### config.mk
export PLATFORM = sky130hd
export DESIGN_NAME = uart_rx_fifo
export DESIGN_NICKNAME = d
export VERILOG_FILES = /design/src/rtl/uart_pkg.sv /design/src/rtl/fifo_ctrl.sv /design/src/rtl/uart_rx_fifo.sv
export SDC_FILE = /design/constraint.sdc
export NUM_CORES = 1
export LEC_CHECK = 0
export CORE_MARGIN = 3
export CORE_UTILIZATION = 41
export CTS_BUF_LIST = sky130_fd_sc_hd__clkbuf_2
export CTS_CLUSTER_SIZE = 10
export DETAILED_ROUTE_END_ITERATION = 8
export PLACE_DENSITY_LB_ADDON = 0.05
export SLEW_MARGIN = 15
export SYNTH_ARGS = -nofsm -noshare
export SYNTH_HDL_FRONTEND = slang
export SYNTH_SLANG_ARGS = --single-unit
### constraint.sdc
create_clock -name clk -period 4.47 [get_ports clk]
set_input_delay 0.894 -clock clk [delete_from_list [all_inputs] [get_ports clk]]
set_output_delay 0.894 -clock clk [all_outputs]
set_load 0.02 [all_outputs]
### src/rtl/uart_pkg.sv
// Shared UART constants and the receive-FIFO entry layout.
package uart_pkg;

    // Byte width and default receive-FIFO address width.
    localparam int unsigned UART_DATA_W = 8;
    localparam int unsigned UART_ADDR_W = 4;

    // Serial frame field widths shared with the receiver and transmitter.
    localparam int unsigned UART_START_BITS = 1;
    localparam int unsigned UART_PARITY_BITS = 1;
    localparam int unsigned UART_STOP_BITS = 1;
    localparam int unsigned UART_FRAME_BITS =
        UART_START_BITS + UART_DATA_W + UART_PARITY_BITS + UART_STOP_BITS;

    // One stored receive entry: {frame_err, parity_err, data}.
    typedef struct packed {
        logic                   frame_err;
        logic                   parity_err;
        logic [UART_DATA_W-1:0] data;
    } rx_entry_t;

    localparam int unsigned RX_ENTRY_W = $bits(rx_entry_t);

endpackage

### src/rtl/fifo_ctrl.sv
// Pointer/flag controller for a register-array FIFO. Owns the wrap-bit
// pointers, full/empty/count and the sticky overflow flag; the storage
// array lives in the instantiating module.
module fifo_ctrl #(
    parameter int unsigned ADDR_W = 4
) (
    input  logic              clk,
    input  logic              reset,
    input  logic              push_i,
    input  logic              pop_i,
    input  logic              drop_i,
    input  logic              clr_overflow_i,
    output logic              mem_we_o,
    output logic [ADDR_W-1:0] waddr_o,
    output logic [ADDR_W-1:0] raddr_o,
    output logic              empty_o,
    output logic              full_o,
    output logic [ADDR_W:0]   count_o,
    output logic              overflow_o
);

    logic [ADDR_W:0] wr_ptr_q, wr_ptr_d;
    logic [ADDR_W:0] rd_ptr_q, rd_ptr_d;
    logic            overflow_q, overflow_d;
    logic            do_push, do_pop, ovf_set;

    // Flags are pure functions of the registered pointers.
    assign empty_o = (wr_ptr_q == rd_ptr_q);
    assign full_o  = (wr_ptr_q[ADDR_W-1:0] == rd_ptr_q[ADDR_W-1:0]) &&
                     (wr_ptr_q[ADDR_W] != rd_ptr_q[ADDR_W]);
    assign count_o = wr_ptr_q - rd_ptr_q;

    assign waddr_o    = wr_ptr_q[ADDR_W-1:0];
    assign raddr_o    = rd_ptr_q[ADDR_W-1:0];
    assign overflow_o = overflow_q;

    // Decide which strobes take effect; a pop on a full FIFO frees the slot.
    always_comb begin
        do_pop   = pop_i && !empty_o;
        do_push  = push_i && !drop_i && (!full_o || do_pop);
        ovf_set  = push_i && !drop_i && full_o && !do_pop;
        mem_we_o = do_push && !reset;
        wr_ptr_d = wr_ptr_q + {{ADDR_W{1'b0}}, do_push};
        rd_ptr_d = rd_ptr_q + {{ADDR_W{1'b0}}, do_pop};
        if (ovf_set) begin
            overflow_d = 1'b1;
        end else if (clr_overflow_i) begin
            overflow_d = 1'b0;
        end else begin
            overflow_d = overflow_q;
        end
    end

    // Pointer and overflow registers with synchronous reset.
    always_ff @(posedge clk) begin
        if (reset) begin
            wr_ptr_q   <= '0;
            rd_ptr_q   <= '0;
            overflow_q <= 1'b0;
        end else begin
            wr_ptr_q   <= wr_ptr_d;
            rd_ptr_q   <= rd_ptr_d;
            overflow_q <= overflow_d;
        end
    end

endmodule

### src/rtl/uart_rx_fifo.sv
// UART receive buffer: first-word-fall-through FIFO of {frame_err,
// parity_err, data} entries captured on the receiver's done pulse.
// Build option UART_RX_FIFO_ERR_DROP_EN: pushes flagged with a frame error
// are discarded without touching the pointers or the overflow flag.
module uart_rx_fifo
    import uart_pkg::*;
#(
    parameter int unsigned DATA_W = UART_DATA_W,
    parameter int unsigned ADDR_W = UART_ADDR_W
) (
    input  logic              clk,
    input  logic              reset,
    input  logic              wr_en,
    input  logic [DATA_W-1:0] wr_data,
    input  logic              wr_parity_err,
    input  logic              wr_frame_err,
    input  logic              rd_en,
    output logic [DATA_W-1:0] rd_data,
    output logic              rd_parity_err,
    output logic              rd_frame_err,
    output logic              empty,
    output logic              full,
    output logic [ADDR_W:0]   count,
    output logic              overflow,
    input  logic              clr_overflow
);

    localparam int unsigned EntryW = DATA_W + 2;
    localparam int unsigned Depth  = 2 ** ADDR_W;

    logic [EntryW-1:0] mem_q [Depth];
    logic [EntryW-1:0] head;
    logic              mem_we;
    logic              drop;
    logic [ADDR_W-1:0] waddr, raddr;

`ifdef UART_RX_FIFO_ERR_DROP_EN
    assign drop = wr_frame_err;
`else
    assign drop = 1'b0;
`endif

    fifo_ctrl #(
        .ADDR_W(ADDR_W)
    ) u_ctrl (
        .clk           (clk),
        .reset         (reset),
        .push_i        (wr_en),
        .pop_i         (rd_en),
        .drop_i        (drop),
        .clr_overflow_i(clr_overflow),
        .mem_we_o      (mem_we),
        .waddr_o       (waddr),
        .raddr_o       (raddr),
        .empty_o       (empty),
        .full_o        (full),
        .count_o       (count),
        .overflow_o    (overflow)
    );

    // Storage array; deliberately not reset, pointers define validity.
    always_ff @(posedge clk) begin
        if (mem_we) begin
            mem_q[waddr] <= {wr_frame_err, wr_parity_err, wr_data};
        end
    end

    // Head entry shown combinationally, forced to zero while empty.
    always_comb begin
        head = mem_q[raddr];
        if (empty) begin
            head = '0;
        end
        rd_data       = head[DATA_W-1:0];
        rd_parity_err = head[DATA_W];
        rd_frame_err  = head[DATA_W+1];
    end

endmodule

Word level (Yosys, flattened, before mapping) --
Memory sizes are Yosys's and may differ from the RTL's. A register that Yosys moved wholly into a read port is not among the register bits. Cells that the tools add are included.
Storage, ports and cells: flip-flop bits (word level) 11, memories 1, bits in writable memories 160, output and inout bits 18
Memories:
- mem_q | depth 16, width 10, rd ports 1, clocked after memory_dff 1, wr ports 1, RTL line uart_rx_fifo.sv:31 | logic [EntryW-1:0] mem_q [Depth];
Cells by class: add/sub/neg operators 3, equality and inequality tests 3, reduce and logical (&&, ||, !) cells 12, multiplexer cells 6
Operators with widths (count):
- adder 5 x 1 -> 5 bit | 2
- 2-to-1 mux 10 bit | 1
- logical AND 1 bit | 6
- equality test 5 bit | 1
- subtractor 5 bit | 1
- equality test 4 bit | 1
- zero test 1 bit | 4
- 2-to-1 mux 1 bit | 4
- 2-to-1 mux 4 bit | 1
- nonzero test 2 bit | 1
- logical OR 1 bit | 1
- != test 1 bit | 1

Depth between registers and ports, before layout --
depth after elaboration 8, gate-level depth with buffers 13, gate-level depth less buffers 10

Hierarchy --
A second synthesis with hierarchy kept.
Second synthesis, totals: cell total of the unflattened synthesis 391, area total of the unflattened synthesis 7049.3 um^2
Modules (own cells, without submodules):
- uart_rx_fifo | area each 6361.1 um^2, instances 1, cells each 312
- fifo_ctrl | area each 688.2 um^2, instances 1, cells each 79

Least setup slack after synthesis --
Ideal clock, no wire load.
path kind register to output, from register u_ctrl.rd_ptr_q[1], to output rd_parity_err, path slack 1217 ps, data arrival time 2359 ps, cell stages (with the launch flop) 9, buffers on the path 2, path through dfxtp_1 > clkbuf_1 > clkbuf_1 > inv_1 > ha_1 > nand4_2 > nor2_2 > nor3_2 > a221o_1
On the way: longest elaborated chain between the ends 2
Ends and longest elaborated chain:
- start, declared | RTL line fifo_ctrl.sv:23 | logic [ADDR_W:0] rd_ptr_q, rd_ptr_d;
- start signal, assigned | RTL line fifo_ctrl.sv:62 | rd_ptr_q <= rd_ptr_d;
- equality test 5 bit | RTL line fifo_ctrl.sv:28 | assign empty_o = (wr_ptr_q == rd_ptr_q);
- net empty | RTL line uart_rx_fifo.sv:21 | output logic empty,
- 2-to-1 mux 10 bit | RTL line uart_rx_fifo.sv:71 | if (empty) begin
- end, declared | RTL line uart_rx_fifo.sv:19 | output logic rd_parity_err,
The timed path passes the listed nets, and every way through them passes these cells.

Worst setup path in the final report --
from register u_ctrl.rd_ptr_q[3], to output rd_data[1]
On the way: longest elaborated chain between the ends 2
Ends and longest elaborated chain:
- equality test 5 bit | RTL line fifo_ctrl.sv:28
- 2-to-1 mux 10 bit | RTL line uart_rx_fifo.sv:71
- end, declared | RTL line uart_rx_fifo.sv:18 | output logic [DATA_W-1:0] rd_data,
Every way passes these cells.

==> run metrics <==
Residual DRC=0; Pre-Repair DR Iteration Count=5; CTS H-tree depth=4; global-route wire length before repair=22600 um; Overflow after GRT=0; crit path DAT=3340 ps; sequential element share of the synthesized area=0.735; Yosys cell types=34; setup TNS=0 ps; Slew Viols, Final=0; number of flops mapped to enable cells by yosys=160; initial antenna violation count=1; Synth Warn #=0; largest net degree at the start of global routing=44; Initial Util=0.424; Port Buffers=32; maxcap violations=0; worst-skew pair later-pin latency=720 ps; f_max=236 MHz; post-route clock period utilization=0.947; Worst VDD drop=0.000169 V; ys async rst share=0; final hold vios=0; placed cell count=601; Period minus WS final=4240 ps; CTS tree=built; Syn Inst Count=350; top_reg_cell synth=edfxtp_1; hold buffer count at CTS=0; slew margin rel.=0.357; leakage=2.50 nW; synthesized area=6840 um2; Core Region=16100 um2; status=complete, no violations; die height=135 um; total track usage=0.176; vias in the first global route=between 3000 and 4000; CTS Buf Count=17; post-detailed-route wirelength per cell=23.7 um; Post-DRT Antenna Nets=0; endpoint type of the worst setup path=output port; placed cell areas=approximately 7600 um2; Area growth, synth to finish=17.0%; routed vias=3481; pwr dens=between 400 and 500 nW/um2; layout cells sized above 1=0.277; Final Instance Area=8000 um2; Longest Clk Path Bufs=2; Post-Syn Nets=374; Die W=approximately 140 um; Max FO, Critical Path=10; Std-Cell Rows=46; Vias/cell=~5.5; IO Count=33; Final Net Count=430; Setup Viol. Count Final=0; WL final=15100 um; synthesized area per cell=19.5 um2; unrepaired setup endpoints after global routing=false; FILL cells=approximately 1400; clock slew at reported path FFs=260 ps; Worst Path Required=3580 ps; initial drt markers=~340; CP startpoint kind=flop; Min-Delay Path Class=reg -> reg; die area=~18000 um2; Post-DP HPWL=9550 um; clock sink total=~170; Post-Layout Cell Count=636; Yosys reg bits=between 150 and 200; Multi-input gate area=1850 um2; register area=5030 um2; root buf cell=clkbuf_2; Worst-Margin Slew=957 ps; CP Class=reg -> out; placer congestion estimate=0.747; clk_skew=approximately 30 ps
sequential cells by signal, indices dropped and copies added (netlist names):
name / cells
u_ctrl.rd_ptr_q: 5
mem_q: 160
u_ctrl.overflow_o: 1
u_ctrl.wr_ptr_q: 5
report_power, final:
part	switching [mW]	total (mW)	internal (mW)
logic	0.358	0.669	0.311
clock network	0.587	0.980	0.393
registers	0.00848	1.77	1.77
placed cells by master (no fill, tap or decap), types with 2 or more instances in the layout:
cell type        Yosys  routed
a21o_1               2       2
a21oi_1             13      13
a221o_1             10      10
buf_12               0       2
buf_4                0      17
bufinv_16            0       4
clkbuf_2             0      17
clkdlybuf4s50_1      0      32
clkinvlp_4           0       2
dfxtp_1             11       9
dfxtp_2              0       2
edfxtp_1           160     160
ha_1                 8       7
inv_1                8       8
inv_6                0       6
inv_8                0       2
mux4_1               2       2
mux4_2              38      38
nand2_1             24      24
nand2b_1             2       2
nand3_1              4       4
nor2_1              12      12
nor2b_1              5       5
nor3_4               0       2
nor4_2               0       7
nor4_4               0       5
xnor2_1              6       6
xor2_1               3       3
layout make-up:
class,instances,share of cell area
sequential,171,0.629
multi-input combinational,155,0.232
timing repair buffer,51,0.0610
tap,216,0.0338
clock inverter,15,0.0285
clock buffer,17,0.0106
inverter,10,0.00516
antenna,1,0.000313
cell families after synthesis:
| family | Yosys count | synth area share |
|---|---|---|
| DFF | 171 | 0.735 |
| AOI/OAI and AO/OA | 27 | 0.0295 |
| adders and majority gates | 9 | 0.0176 |
| muxes | 40 | 0.133 |
| buffers and inverters | 25 | 0.0190 |
| xor gates and xnor gates | 11 | 0.0163 |
| and+or+nand+nor | 67 | 0.0496 |
repair_timing:
action,4_1_cts,5_1_grt
buffers inserted,0,1
gates resized for setup,0,7
setup endpoints to repair,0,10
worst paths after layout:
path / startpoint / endpoint / slack (ps) / depth (start not counted)
worst max-delay path: u_ctrl.rd_ptr_q[3] / rd_data[1] / 230 / 8
worst min-delay path: u_ctrl.rd_ptr_q[3] / u_ctrl.rd_ptr_q[4] / 640 / 3
worst min register to register: u_ctrl.rd_ptr_q[3] / u_ctrl.rd_ptr_q[4] / 640 / 3
worst max register to register: u_ctrl.rd_ptr_q[3] / mem_q[2][0] / 1720 / 6
Yosys cell counts (2+ instances only):
cell	n	share of area
a21o_1	2	0.0022
buf_6	4	0.0066
nand3_1	4	0.0029
mux4_2	38	0.13
buf_2	5	0.0037
clkbuf_1	6	0.0033
nor2b_1	5	0.0046
dfxtp_1	11	0.032
nand2_1	24	0.013
nor4_1	12	0.011
nand2b_1	2	0.0018
inv_1	8	0.0044
xor2_1	3	0.0038
nor2_1	12	0.0066
a21oi_1	13	0.0095
nor3_2	2	0.0029
ha_1	8	0.015
a221o_1	10	0.015
xnor2_1	6	0.0077
mux4_1	2	0.0077
edfxtp_1	160	0.70
layer usage:
layer	up-vias	global-route usage	wire, um	share of wire
li1	1542	-	-	-
met1	1848	0.273	7450	0.49
met2	80	0.251	6970	0.46
met3	11	0.0399	477	0.032
met4	0	0.0521	162	0.011
met5	-	0	0	0
critical path: stages (launching register included):
cell	delay, ps
dfxtp_1	440
clkinvlp_4	280
ha_4	390
nand4_4	190
nor2_4	230
nor3_4	70
buf_12	140
a221o_1	320
clkdlybuf4s50_1	550
stage by stage:
step / total power, mW / utilization / setup WS, ps / hold slack [ps]
after floorplan: 2.22 / - / 1220 / 517
after global placement: 2.47 / 0.472 / 1040 / 555
after detailed placement: 2.46 / 0.472 / 922 / 571
after CTS: 3.44 / 0.491 / 14.7 / 613
after global routing: 3.57 / 0.496 / 9.05 / 706
final: 3.42 / 0.496 / 235 / 637
No activity file was read; power rests on OpenSTA's default activity.
